$ cat src/rtl/fifo_write_arbiter.sv
// Round-robin arbiter sharing one FIFO write port among NUM_REQ requesters, with bounded bursts.
// Define FIFO_ARB_STALL_CNT_EN to add a saturating 16-bit back-pressure stall counter output.
module fifo_write_arbiter #(
    parameter int NUM_REQ   = 4,
    parameter int DATA_W    = 4,
    parameter int BURST_MAX = 4
) (
    input  logic                      clk,
    input  logic                      rst,
    input  logic [NUM_REQ-1:0]        req,
    input  logic [NUM_REQ*DATA_W-1:0] req_data,
    input  logic [NUM_REQ-1:0]        req_last,
    output logic [NUM_REQ-1:0]        gnt,
    input  logic                      fifo_full,
    output logic                      fifo_write_en,
    output logic [DATA_W-1:0]         fifo_data_in,
    output logic                      busy
`ifdef FIFO_ARB_STALL_CNT_EN
    ,
    output logic [15:0]               stall_cnt
`endif
);

    localparam int IDX_W = (NUM_REQ > 1) ? $clog2(NUM_REQ) : 1;
    localparam int CNT_W = $clog2(BURST_MAX + 1);

    typedef enum logic {IDLE, GRANT} state_e;

    state_e             state_q;
    logic [NUM_REQ-1:0] gnt_q;
    logic               busy_q;
    logic [IDX_W-1:0]   owner_q;
    logic [IDX_W-1:0]   rr_ptr_q;
    logic [CNT_W-1:0]   beat_cnt_q;

    logic [IDX_W-1:0]   owner_d;
    logic [IDX_W-1:0]   rr_ptr_d;
    logic               any_req;
    logic               owner_req;
    logic               xfer;
    logic               last_beat;
    logic               burst_end;
    logic [DATA_W-1:0]  owner_data;

    // NOTE: every combinational output is given a default before the loop, so no latch can form.
    always_comb begin : pick_next_owner
        int idx;
        owner_d = rr_ptr_q;
        any_req = 1'b0;
        // Walk from the farthest offset down so the nearest requester at/after rr_ptr wins.
        for (int k = NUM_REQ - 1; k >= 0; k--) begin
            idx = int'(rr_ptr_q) + k;
            if (idx >= NUM_REQ) idx = idx - NUM_REQ;
            if (req[idx]) begin
                owner_d = IDX_W'(idx);
                any_req = 1'b1;
            end
        end
    end

    assign owner_req  = req[owner_q];
    assign owner_data = req_data[owner_q*DATA_W +: DATA_W];
    assign xfer       = (state_q == GRANT) && owner_req && !fifo_full;
    assign last_beat  = req_last[owner_q] || (int'(beat_cnt_q) + 1 == BURST_MAX);
    assign burst_end  = (state_q == GRANT) && ((xfer && last_beat) || !owner_req);
    assign rr_ptr_d   = (int'(owner_q) == NUM_REQ - 1) ? '0 : owner_q + IDX_W'(1);

    // NOTE: sequential state uses non-blocking assignments so every register samples pre-edge values.
    // NOTE: reset is synchronous and returns every control register to a clean idle state.
    always_ff @(posedge clk) begin
        if (rst) begin
            state_q    <= IDLE;
            gnt_q      <= '0;
            busy_q     <= 1'b0;
            owner_q    <= '0;
            rr_ptr_q   <= '0;
            beat_cnt_q <= '0;
        end else begin
            case (state_q)
                IDLE: begin
                    if (any_req) begin
                        state_q    <= GRANT;
                        busy_q     <= 1'b1;
                        owner_q    <= owner_d;
                        gnt_q      <= NUM_REQ'(1) << owner_d;
                        beat_cnt_q <= '0;
                    end
                end
                GRANT: begin
                    if (burst_end) begin
                        state_q  <= IDLE;
                        busy_q   <= 1'b0;
                        gnt_q    <= '0;
                        rr_ptr_q <= rr_ptr_d;
                    end else if (xfer) begin
                        beat_cnt_q <= beat_cnt_q + CNT_W'(1);
                    end
                end
                default: state_q <= IDLE;
            endcase
        end
    end

    // Write strobe and data are forced low while reset is held, even mid-burst.
    assign fifo_write_en = xfer && !rst;
    assign fifo_data_in  = ((state_q == GRANT) && !rst) ? owner_data : '0;
    assign gnt           = gnt_q;
    assign busy          = busy_q;

`ifdef FIFO_ARB_STALL_CNT_EN
    logic [15:0] stall_cnt_q;

    always_ff @(posedge clk) begin
        if (rst) begin
            stall_cnt_q <= '0;
        end else if ((state_q == GRANT) && owner_req && fifo_full && (stall_cnt_q != 16'hFFFF)) begin
            stall_cnt_q <= stall_cnt_q + 16'd1;
        end
    end

    assign stall_cnt = stall_cnt_q;
`endif

endmodule

$ cat config.mk
export PLATFORM = sky130hd
export DESIGN_NAME = fifo_write_arbiter
export DESIGN_NICKNAME = d
export VERILOG_FILES = /design/src/rtl/fifo_write_arbiter.sv
export SDC_FILE = /design/constraint.sdc
export NUM_CORES = 1
export LEC_CHECK = 0
export CAP_MARGIN = 5
export CORE_MARGIN = 5
export CORE_UTILIZATION = 35
export CTS_CLUSTER_DIAMETER = 80
export DETAILED_ROUTE_END_ITERATION = 10
export DONT_BUFFER_PORTS = 1
export GPL_TIMING_DRIVEN = 0
export MAX_ROUTING_LAYER = met4
export PLACE_DENSITY = 0.5
export SETUP_SLACK_MARGIN = 0.05
export SYNTH_ARGS = -nofsm -noshare
export SYNTH_HDL_FRONTEND = slang
export SYNTH_SLANG_ARGS = --single-unit
$ cat constraint.sdc
create_clock -name clk -period 2 [get_ports clk]
set_input_delay 0.3 -clock clk [delete_from_list [all_inputs] [get_ports clk]]
set_output_delay 0.3 -clock clk [all_outputs]
set_load 0.01 [all_outputs]
---- Yosys cells after proc, flatten, opt, wreduce, memory -nomap -nowiden ----
Cells that the tools add are included.
Widths: inputs -> output; s select.
word-level totals
  register bits after elaboration ......... 13
  input bits .............................. 27
operators by class
  add/sub/neg operators ................... 10
  magnitude comparators ................... 9
  equal/unequal tests ..................... 6
  shifts and indexed selects .............. 2
  mux-type cells .......................... 43
  bitwise gates (word level) .............. 1
  reductions and logical operators ........ 15
operators by type and width
  kind                 count
  $lt 32x4->1 const B  4
  $mux 32              4
  $mux 1               18
  $shiftx 16x5->4      1
  $bmux 1 s2           6
  $mux 4               3
  $sub 3x3->4 const B  3
  $mux 2               5
  $ge 3x3->1 const B   3
  $mux 3               3
  $pmux 4 s2           1
  $add 2x2->3 const B  2
  $logic_and 1x1->1    6
  $pmux 3 s2           1
  $reduce_and 2->1     3
  $add 3x1->4 const B  1
  $eq 4x3->1 const B   1
  $ne 2x1->1 const B   2
  $ne 2x2->1 const B   2
  $pmux 1 s2           2
  $shl 1x2->4 const A  1
  $sub 2x3->4 const B  1
  $add 2x1->3 const B  1
  $add 3x1->3 const B  1
  8 further kinds      11

---- Longest topological paths before layout ----
  depth in word-level cells ............... 13
  gate-level depth with buffers ........... 6
  depth with buffers taken out ............ 6

---- Least setup slack after synthesis ----
OpenSTA, ideal clock, no wires.
  path type ............................... register to register
  from .................................... reg owner_q[0]
  to ...................................... reg beat_cnt_q[1]
  library setup time ...................... 0.128 ns
  data arrival time ....................... 1.494 ns
  required time ........................... 1.872 ns
  setup slack ............................. 0.379 ns
  stages on the path, launching flop included .. 7
  path buffers ............................ 1
  clock period less this slack ............ 1.621 ns
  cell sequence ........................... dfxtp_1 -> buf_6 -> mux4_2 -> and2b_4 -> o2111ai_2 -> mux2i_1 -> nor2_1
on the way
  cells in the longest elaborated chain, start to end .. 9
  elaborated cells on any way between the ends .. 14
  those cells by class .................... eq/ne: 2; mux: 4; reduce/logical: 8
ends and longest elaborated chain
  item                                 line  text
  start: declaration                   32    logic [IDX_W-1:0] owner_q;
  start signal: assignment             84    owner_q <= owner_d;
  $bmux 1 s2                           61    assign owner_req = req[owner_q];
  $mux 1 (not written as such)         61
  $logic_and 1x1->1 (2 in series)      63    assign xfer = (state_q == GRANT) && owner_req && !fifo_full;
  $logic_and 1x1->1                    65    assign burst_end = (state_q == GRANT) && ((xfer && last_beat) || !owner_req);
  $logic_or 1x1->1                     65
  $logic_and 1x1->1                    65
  $ne 2x2->1 (no source line)          -
  $reduce_and 3->1 (no source line) *  -
  end signal: assignment               96    beat_cnt_q <= beat_cnt_q + CNT_W'(1);
  end: declaration                     34    logic [CNT_W-1:0] beat_cnt_q;
Mark *: on every way between the ends. The rest lies on a longest branch, timed or not. The select of a mux whose other input is x is not followed.
A chain may end at the register's enable or synchronous reset.

---- Final worst setup path ----
  from .................................... reg owner_q[0]
  to ...................................... out fifo_write_en
on the way
  cells in the longest elaborated chain, start to end .. 5
ends and longest elaborated chain
  item                             line  text
  $bmux 1 s2                       61
  $mux 1 (not written as such)     61
  $logic_and 1x1->1 (2 in series)  63
  $logic_and 1x1->1                105   assign fifo_write_en = xfer && !rst;
  end: declaration                 15    output logic fifo_write_en,
No other way between the ends. The select of a mux whose other input is x is not followed.

==> flow_metrics.env <==
export IMPL_synthArstFlopShare_pct=0
export IMPL_ios=37
export IMPL_clkLatencyLatePin_ns=0.27
export IMPL_synth_area_leaders="dfxtp_1 27%, mux4_2 9.2%, nand2b_1 6.4%"
export IMPL_antenna_left=0
export IMPL_multi_input_area_um2=676
export IMPL_syn_inst=113
export IMPL_globalRoute_totalOverflow=0
export IMPL_arrival_ns=1.59
export IMPL_synth_seq_cells=13
export IMPL_port_buffers=0
export IMPL_slew_headroom_pct=57.3
export IMPL_end_kind="primary output"
export IMPL_synth_area_leader_cell="dfxtp_1"
export IMPL_drive_gt1_share_pct=17.5
export IMPL_synth_area_per_cell_um2=8.68
export IMPL_rsz0062_at_grt="false"
export IMPL_synthDominantCellAreaShare_pct=26.5
export IMPL_cts_buffers_inserted=3
export IMPL_die_h_um=62.9
export IMPL_p_leak_nw=0.371
export IMPL_htreeDepth=1
export IMPL_row_count=19
export IMPL_max_clock_path_buffers=2
export IMPL_skew_ns=0.00103
export IMPL_fin_crit_ns=1.89
export IMPL_crit_required_ns=1.70
export IMPL_chipWidth_um=62.9
export IMPL_via_per_inst=5.54
export IMPL_fillers=286
export IMPL_critPathLaunchType="register"
export IMPL_first_pass_iters=4
export IMPL_wirelength_mm=2.30
export IMPL_synth_edf_count=0
export IMPL_start_util_pct=36.2
export IMPL_ys_types=36
export IMPL_hold_class="in -> reg"
export IMPL_yosysWarnings=0
export IMPL_num_vias=836
export IMPL_drc=0
export IMPL_grt_max_degree=11
export IMPL_cts_tree="yes"
export IMPL_powerDensity_nw_per_um2=604
export IMPL_dieArea_um2=3960
export IMPL_crit_start="owner_q[0]$_SDFFE_PP0P_"
export IMPL_syn_to_final_growth_pct=9.57
export IMPL_cts_sinks=13
export IMPL_dp_hpwl_mm=1.77
export IMPL_cts_clk_slew_worst_paths_ns=0.09
export IMPL_tns_ns=0
export IMPL_critPathMaxFanout=3
export IMPL_netlist_area_um2=981
export IMPL_setup_viol=0
export IMPL_crit_end="fifo_write_en"
export IMPL_synth_main_ff_cell="dfxtp_1"
export IMPL_diodes=0
export IMPL_fin_crit_sh_pct=94.4
export IMPL_fmax_mhz=530
export IMPL_worst_slew_pin_slew_ns=0.640
export IMPL_syn_nets=143
export IMPL_timing_rr_end="rr_ptr_q[1]$_SDFFE_PP0P_"
export IMPL_gp_congestion=0.716
export IMPL_reg2regPathDepth=6
export IMPL_hold_viol=0
export IMPL_core_um2=2710
export IMPL_clockRootBuffer="clkbuf_4"
export IMPL_timing_rr_start="owner_q[1]$_SDFFE_PP0P_"
export IMPL_antenna_found_initial=0
export IMPL_track_usage_pct=12.2
export IMPL_post_route_util_pct=39.7
export IMPL_status="complete, no violations"
export IMPL_drtIter0Drc=37
export IMPL_register_area_um2=262
export IMPL_ir_worst_vdd_uv=336
export IMPL_crit_type="reg -> out"
export IMPL_wl_per_cell_um=15.2
export IMPL_drv_cap=0
export IMPL_grt_pass1_wl_mm=3.84
export IMPL_nNetsFinal=151
export IMPL_regToRegSetupSlack_ns=0.21
export IMPL_grt_pass1_vias=823
export IMPL_yosysSeqAreaShare_pct=26.5
export IMPL_slew_viol_final=0
## kinds of logic (layout without fill, tap and decap cells)
logic type,Yosys count,in the layout,synth area share [%]
buffers and inverters,8,15,5.10
and+or+nand+nor,54,54,30.2
muxes,10,10,17.1
AOI/OAI and AO/OA,25,25,17.2
DFF,13,13,26.5
adders and majority gates,3,3,3.83
## layout by cell type (no fill, tap or decap), types with 3 or more instances in the layout
master     n
a21oi_1    7
a31oi_1    5
buf_4      4
clkbuf_4   3
dfxtp_1   12
ha_1       3
inv_1      3
mux2i_1    4
mux4_2     4
nand2_1   13
nand2b_1  10
nand3_1    3
nor2_1     4
nor2b_1    8
nor3_1     3
or3_1      6
## through the flow
step	cell area, um2	instances	hold WS (ns)	power [mW]	setup WS [ns]
floorplan	981	113	0.379	0.443	0.379
global placement	1020	144	0.382	0.476	0.0335
detailed placement	1020	144	0.383	0.477	0.0425
CTS	1070	150	0.0910	0.648	0.0512
global route	1070	151	0.0785	0.691	0.0568
finish	1070	151	0.0912	0.649	0.113
## critical path, cell delays in order, from the launching register on
cell and delay, ns:
dfxtp_2 0.34, buf_6 0.10, mux4_2 0.52, and2b_4 0.20, nor2b_1 0.16
## layer usage
layer	vias up	track usage, %	share of wire [%]
met2	24	18.1	44
met5	-	-	0
met3	2	4.68	7.7
met4	0	3.18	0.57
met1	381	15.4	47
li1	429	-	-
## how the worst min path moves through the flow
| stage | from | to | depth (start not counted) |
|---|---|---|---|
| 2_1_floorplan | rst | state_q$_SDFF_PP0_ | 1 |
| 3_3_place_gp | rst | state_q$_SDFF_PP0_ | 1 |
| 3_5_place_dp | rst | state_q$_SDFF_PP0_ | 1 |
| 4_1_cts | rst | state_q$_SDFF_PP0_ | 1 |
| 5_1_grt | rst | state_q$_SDFF_PP0_ | 1 |
| 6_report | rst | state_q$_SDFF_PP0_ | 1 |
## flip-flops by register name (all words and copies together) (netlist names)
signal	cells
beat_cnt_q	3
busy	1
gnt	4
owner_q	2
rr_ptr_q	2
state_q	1
## cell type report
| type | count | area share [%] |
|---|---|---|
| timing repair buffer | 3 | 2.10 |
| multi-input combinational | 92 | 62.9 |
| buffer | 5 | 3.61 |
| inverter | 3 | 1.05 |
| clock buffer | 4 | 2.44 |
| tap | 31 | 3.61 |
| sequential | 13 | 24.3 |
## cells in the mapped netlist, types with 2 or more instances
master     n
dfxtp_1   13
nand2_1   13
nand2b_1  10
nor2b_1    8
a21oi_1    7
or3_1      6
a31oi_1    5
mux2i_1    4
mux4_2     4
nor2_1     4
ha_1       3
inv_1      3
nand3_1    3
nor3_1     3
a221oi_1   2
buf_6      2
o21ai_0    2
o31ai_1    2
or2_1      2
## report_power, final
group	switching, mW	internal (mW)
clock network	0.0915	0.0771
logic	0.0937	0.0922
registers	0.0166	0.278
## what timing repair did
action	4_1_cts	5_1_grt
resized for setup	1	1
endpoints found under the setup margin	2	2
hold buffers	0	0
buffers inserted	2	1
Power figures use the tool's default switching activity.
